<file path="src/rtl/taxi_stats_gen.sv">
// Statistics increment source: per-channel accumulators drained as AXI4-Stream stat records.
// Define TAXI_STATS_GEN_ZERO_SKIP_EN to skip channels with nothing to report during a scan.
module taxi_stats_gen #(
  parameter int unsigned CNT           = 8,
  parameter int unsigned INC_W         = 1,
  parameter int unsigned STAT_INC_W    = 16,
  parameter int unsigned ID_W          = 10,
  parameter int unsigned ID_BASE       = 0,
  parameter int unsigned UPDATE_PERIOD = 1024
) (
  input  logic                  clk,
  input  logic                  rst_n,
  input  logic [CNT*INC_W-1:0]  stat_inc_i,
  input  logic [CNT-1:0]        stat_valid_i,
  input  logic                  flush_req_i,
  output logic                  busy_o,
  output logic [STAT_INC_W-1:0] m_axis_stat_tdata_o,
  output logic [ID_W-1:0]       m_axis_stat_tid_o,
  output logic                  m_axis_stat_tuser_o,
  output logic                  m_axis_stat_tvalid_o,
  input  logic                  m_axis_stat_tready_i
);

  localparam int unsigned PtrW = (CNT > 1) ? $clog2(CNT) : 1;

  typedef enum logic [1:0] {StIdle, StScan, StEmit} state_e;

  state_e                state_q, state_d;
  logic [PtrW-1:0]       ptr_q, ptr_d;
  logic                  pend_q, pend_d;
  logic                  pend_clr;
  logic                  capture;
  logic                  emit_hit;
  logic                  wrap;
  logic                  any_msb;

  logic [STAT_INC_W-1:0] acc_q [CNT];
  logic [STAT_INC_W-1:0] acc_d [CNT];
  logic [STAT_INC_W:0]   inc_ext [CNT];
  logic [STAT_INC_W:0]   sum [CNT];
  logic [CNT-1:0]        sat_q, sat_d;

  logic [STAT_INC_W-1:0] tdata_q, tdata_d;
  logic [ID_W-1:0]       tid_q, tid_d;
  logic                  tuser_q, tuser_d;
  logic                  tvalid_q, tvalid_d;

  // Period counter; UPDATE_PERIOD of 0 leaves only flush and urgent triggers.
  if (UPDATE_PERIOD != 0) begin : g_period
    localparam int unsigned PerW = (UPDATE_PERIOD > 1) ? $clog2(UPDATE_PERIOD) : 1;
    logic [PerW-1:0] per_q;

    assign wrap = (per_q == PerW'(UPDATE_PERIOD - 1));

    always_ff @(posedge clk or negedge rst_n) begin
      if (!rst_n) begin
        per_q <= '0;
      end else begin
        per_q <= wrap ? '0 : per_q + PerW'(1);
      end
    end
  end else begin : g_no_period
    assign wrap = 1'b0;
  end

`ifdef TAXI_STATS_GEN_ZERO_SKIP_EN
  assign emit_hit = (acc_q[ptr_q] != '0) || sat_q[ptr_q];
`else
  assign emit_hit = 1'b1;
`endif

  // Accumulate with saturation; the captured channel restarts from this cycle's increment.
  always_comb begin
    any_msb = 1'b0;
    sat_d   = sat_q;
    for (int i = 0; i < CNT; i++) begin
      inc_ext[i] = stat_valid_i[i] ?
                   {{(STAT_INC_W + 1 - INC_W){1'b0}}, stat_inc_i[i*INC_W +: INC_W]} : '0;
      sum[i]     = {1'b0, acc_q[i]} + inc_ext[i];
      if (capture && (ptr_q == PtrW'(i))) begin
        acc_d[i] = inc_ext[i][STAT_INC_W-1:0];
        sat_d[i] = 1'b0;
      end else if (sum[i][STAT_INC_W]) begin
        acc_d[i] = '1;
        sat_d[i] = 1'b1;
      end else begin
        acc_d[i] = sum[i][STAT_INC_W-1:0];
      end
      any_msb = any_msb | acc_q[i][STAT_INC_W-1];
    end
  end

  assign pend_d = (pend_q & ~pend_clr) | wrap | flush_req_i | any_msb;

  always_comb begin
    state_d  = state_q;
    ptr_d    = ptr_q;
    pend_clr = 1'b0;
    capture  = 1'b0;
    tdata_d  = tdata_q;
    tid_d    = tid_q;
    tuser_d  = tuser_q;
    tvalid_d = tvalid_q;
    unique case (state_q)
      StIdle: begin
        if (pend_q) begin
          state_d  = StScan;
          ptr_d    = '0;
          pend_clr = 1'b1;
        end
      end
      StScan: begin
        if (emit_hit) begin
          capture  = 1'b1;
          tdata_d  = acc_q[ptr_q];
          tid_d    = ID_W'(ID_BASE) + ID_W'(ptr_q);
          tuser_d  = sat_q[ptr_q];
          tvalid_d = 1'b1;
          state_d  = StEmit;
        end else if (ptr_q == PtrW'(CNT - 1)) begin
          state_d = StIdle;
        end else begin
          ptr_d = ptr_q + PtrW'(1);
        end
      end
      StEmit: begin
        if (m_axis_stat_tready_i) begin
          tvalid_d = 1'b0;
          if (ptr_q == PtrW'(CNT - 1)) begin
            state_d = StIdle;
          end else begin
            ptr_d   = ptr_q + PtrW'(1);
            state_d = StScan;
          end
        end
      end
      default: state_d = StIdle;
    endcase
  end

  always_ff @(posedge clk or negedge rst_n) begin
    if (!rst_n) begin
      state_q  <= StIdle;
      ptr_q    <= '0;
      pend_q   <= 1'b0;
      acc_q    <= '{default: '0};
      sat_q    <= '0;
      tdata_q  <= '0;
      tid_q    <= '0;
      tuser_q  <= 1'b0;
      tvalid_q <= 1'b0;
    end else begin
      state_q  <= state_d;
      ptr_q    <= ptr_d;
      pend_q   <= pend_d;
      acc_q    <= acc_d;
      sat_q    <= sat_d;
      tdata_q  <= tdata_d;
      tid_q    <= tid_d;
      tuser_q  <= tuser_d;
      tvalid_q <= tvalid_d;
    end
  end

  assign busy_o               = (state_q != StIdle);
  assign m_axis_stat_tdata_o  = tdata_q;
  assign m_axis_stat_tid_o    = tid_q;
  assign m_axis_stat_tuser_o  = tuser_q;
  assign m_axis_stat_tvalid_o = tvalid_q;

endmodule
</file>
<file path="config.mk">
export PLATFORM = sky130hd
export DESIGN_NAME = taxi_stats_gen
export DESIGN_NICKNAME = d
export VERILOG_FILES = /design/src/rtl/taxi_stats_gen.sv
export SDC_FILE = /design/constraint.sdc
export NUM_CORES = 1
export LEC_CHECK = 0
export BUFFER_PORTS_ARGS = -buffer_cell sky130_fd_sc_hd__buf_2
export CAP_MARGIN = 20
export CORE_ASPECT_RATIO = 1.4
export CORE_MARGIN = 1.5
export CORE_UTILIZATION = 56
export DETAILED_ROUTE_END_ITERATION = 12
export PLACE_DENSITY = 0.77
export SYNTH_ARGS = -nofsm -noshare
export SYNTH_HDL_FRONTEND = slang
export SYNTH_SLANG_ARGS = --single-unit
</file>
<file path="constraint.sdc">
create_clock -name clk -period 1.88 [get_ports clk]
set_input_delay 0.094 -clock clk [delete_from_list [all_inputs] [get_ports clk]]
set_output_delay 0.094 -clock clk [all_outputs]
set_load 0.05 [all_outputs]
</file>
==> results.sh <==
export IMPL_synth_edf_count=0
export IMPL_outcome="complete, no violations"
export IMPL_port_buffers=41
export IMPL_die_area_sq_um=17710
export IMPL_synthMuxAreaShare_pct=8.124
export IMPL_drive_above_1_share_pct=19.63
export IMPL_syn2layout_area_growth_pct=14.02
export IMPL_synth_commonest_cells="dfrtp_1, a21oi_1, nand2_1"
export IMPL_setup_worst_path_class="reg -> reg"
export IMPL_wl_per_cell_um=20.59
export IMPL_drc=0
export IMPL_synth_top_family_by_area="simple AND/OR/NAND/NOR gates"
export IMPL_place_gp_congestion=0.9647
export IMPL_rows=56
export IMPL_setup_viol=0
export IMPL_synth_simple_area_share_pct=18.65
export IMPL_hpwl_um=18040
export IMPL_synth_seq_cells=173
export IMPL_core_area_sq_um=16680
export IMPL_cts_buffers=17
export IMPL_yosys_cell_types_count=59
export IMPL_synth_area_leaders="dfrtp_1, mux4_2, a21oi_1, xnor2_1, xor2_1"
export IMPL_yosysTopAreaCellShare_pct=45.71
export IMPL_required_ps=2200
export IMPL_synth_compound_area_share_pct=11.69
export IMPL_tns_ps=0
export IMPL_grt_ovfl_total=0
export IMPL_clk_latency_ps=440
export IMPL_antenna_left=0
export IMPL_irDropWorstVdd_v=0.0006788
export IMPL_antenna_found_initial=0
export IMPL_post_synth_top_count_cell="dfrtp_1"
export IMPL_arrival_ps=2110
export IMPL_cts_tree="built"
export IMPL_p_per_area_nw_per_um2=1148
export IMPL_netlist_area_sq_um=9472
export IMPL_synth_ff_type="dfrtp_1"
export IMPL_die_w_um=112.9
export IMPL_avgSynthCellArea_sq_um=10.63
export IMPL_hold_viol=0
export IMPL_cts_root_buffer="clkbuf_16"
export IMPL_die_y_um=156.9
export IMPL_slew_headroom_pct=55.94
export IMPL_grt_usage_pct=28.91
export IMPL_yosysWarnings=0
export IMPL_cts_max_path_buffers=2
export IMPL_p_leak_nw=4.835
export IMPL_final_max_slew_viol_count=0
export IMPL_yosys_area_top_type="dfrtp_1"
export IMPL_fin_crit_sh_pct=95.31
export IMPL_num_vias=7433
export IMPL_synth_xor_area_share_pct=8.230
export IMPL_max_freq_mhz=558.1
export IMPL_cts_setup_buffers=0
export IMPL_yosysSeqAreaShare_pct=45.71
export IMPL_syn_inst=891
export IMPL_vias_per_cell=6.294
export IMPL_critical_path_max_fanout=23
export IMPL_pin_count=49
export IMPL_skew_ps=9.568
export IMPL_grt_pass1_wl_um=39010
export IMPL_placed_cell_area_sq_um=10130
export IMPL_nFillCells=1274
export IMPL_hold_class="in -> reg"
export IMPL_maxCapViolations=0
export IMPL_cts_num_sinks=173
export IMPL_synthAdderAreaFrac_pct=3.038
export IMPL_grt_start_max_net_pins=47
export IMPL_grt_pass1_vias=7335
export IMPL_worstMarginPinSlew_ps=660.8
export IMPL_dr_pass1_iters=5
export IMPL_first_iter_violations=739
export IMPL_nNetsFinal=1008
export IMPL_start_util_pct=56.80
export IMPL_p_total_w=0.01240
export IMPL_cp_start_kind="flop"
export IMPL_clkTransAtPathRegs_ps=70
export IMPL_async_flop_share_pct=100.0
export IMPL_fin_crit_ps=1792
export IMPL_fin_area_sq_um=10800
export IMPL_htreeDepth=4
export IMPL_critPathCaptureType="flop"
export IMPL_wl_um=24310
export IMPL_antenna_cells=0
through the flow:
step / utilization (%) / setup WS, ps / instances / hold WS, ps
after detailed placement: 60.73 / 13.99 / 1138 / 42.45
after floorplan: - / 45.52 / 897 / -201.6
after global placement: 60.73 / 79.46 / 1138 / 35.42
after global routing: 64.76 / -1.087 / 1181 / 26.11
after CTS: 64.72 / 7.340 / 1181 / 3.376
final: 64.76 / 88.19 / 1181 / 2.840
where the power goes:
part	internal (W)	total (W)	leakage, nW	switching, W
sequential	0.00437	0.00536	2.28	0.000993
clock	0.00189	0.00338	0.260	0.00148
combinational	0.00164	0.00366	2.29	0.00202
total	0.00790	0.0124	4.84	0.00450
worst paths after layout:
check / from / to / cells past startpoint / slack [ps]
worst max-delay path: ptr_q[0] / m_axis_stat_tdata_o[2] / 4 / 90
worst min-delay path: stat_inc_i[1] / acc_q[96] / 3 / 3
worst max register to register: ptr_q[0] / m_axis_stat_tdata_o[2] / 4 / 90
worst min register to register: m_axis_stat_tid_o[0] / m_axis_stat_tid_o[0] / 2 / 480
max in group asynchronous: rst_n / acc_q[65] / 3 / 1090
min in group asynchronous: rst_n / acc_q[115] / 2 / 140
cells in the final DEF, fill, tap and decap left out, types with 33 or more instances in the layout:
master and n:
a21oi_1 98, buf_2 40, nand2_1 60, dfrtp_1 172, nand4_1 40, buf_4 46, nor2_1 49, xnor2_1 46
inv_1 33, xor2_1 43, mux4_2 33
layout make-up:
| class | instances | area [sq um] | area share [%] |
|---|---|---|---|
| clock buffer | 23 | 467.9 | 4.333 |
| clock inverter | 9 | 87.58 | 0.8110 |
| inverter | 33 | 123.9 | 1.147 |
| sequential | 173 | 4330 | 40.10 |
| tap | 203 | 254.0 | 2.352 |
| multi-input combinational | 636 | 4748 | 43.97 |
| timing repair buffer | 104 | 787.0 | 7.288 |
critical path, stage by stage, from the launching register on:
cell and delay, ps:
dfrtp_2 450, buf_12 230, mux4_2 520, and3_4 190, a221o_1 270
kinds of logic (layout without fill, tap and decap cells):
kind of cell / Yosys count / in the layout
fa+ha+maj: 23 / 23
mux: 34 / 34
simple gates: 309 / 309
buf+inv: 88 / 169
xor+xnor: 89 / 89
other cells: 1 / 7
compound gates: 174 / 174
flops: 173 / 173
repair_timing:
action / CTS / global route
hold endpoints to repair: 157 / 0
endpoints found under the setup margin: 0 / 22
resized for setup: 0 / 2
hold buffers: 11 / 0
registers in the layout (all words and copies together), names as in the netlist:
name                  flops
m_axis_stat_tdata_o      16
m_axis_stat_tvalid_o      1
g_period.per_q           10
sat_q                     8
ptr_q                     3
acc_q                   128
state_q                   2
m_axis_stat_tid_o         3
m_axis_stat_tuser_o       1
pend_q                    1
per-layer routing:
metal	vias up	part of all wire, %	routed length [um]	GRT usage (%)
met3	88	5.7	1394	5.306
met5	-	0	0	0
met2	292	50	12220	48.81
li1	3403	-	-	-
met4	0	6.8	1651	18.51
met1	3650	37	9046	34.03
Power figures use the tool's default switching activity.
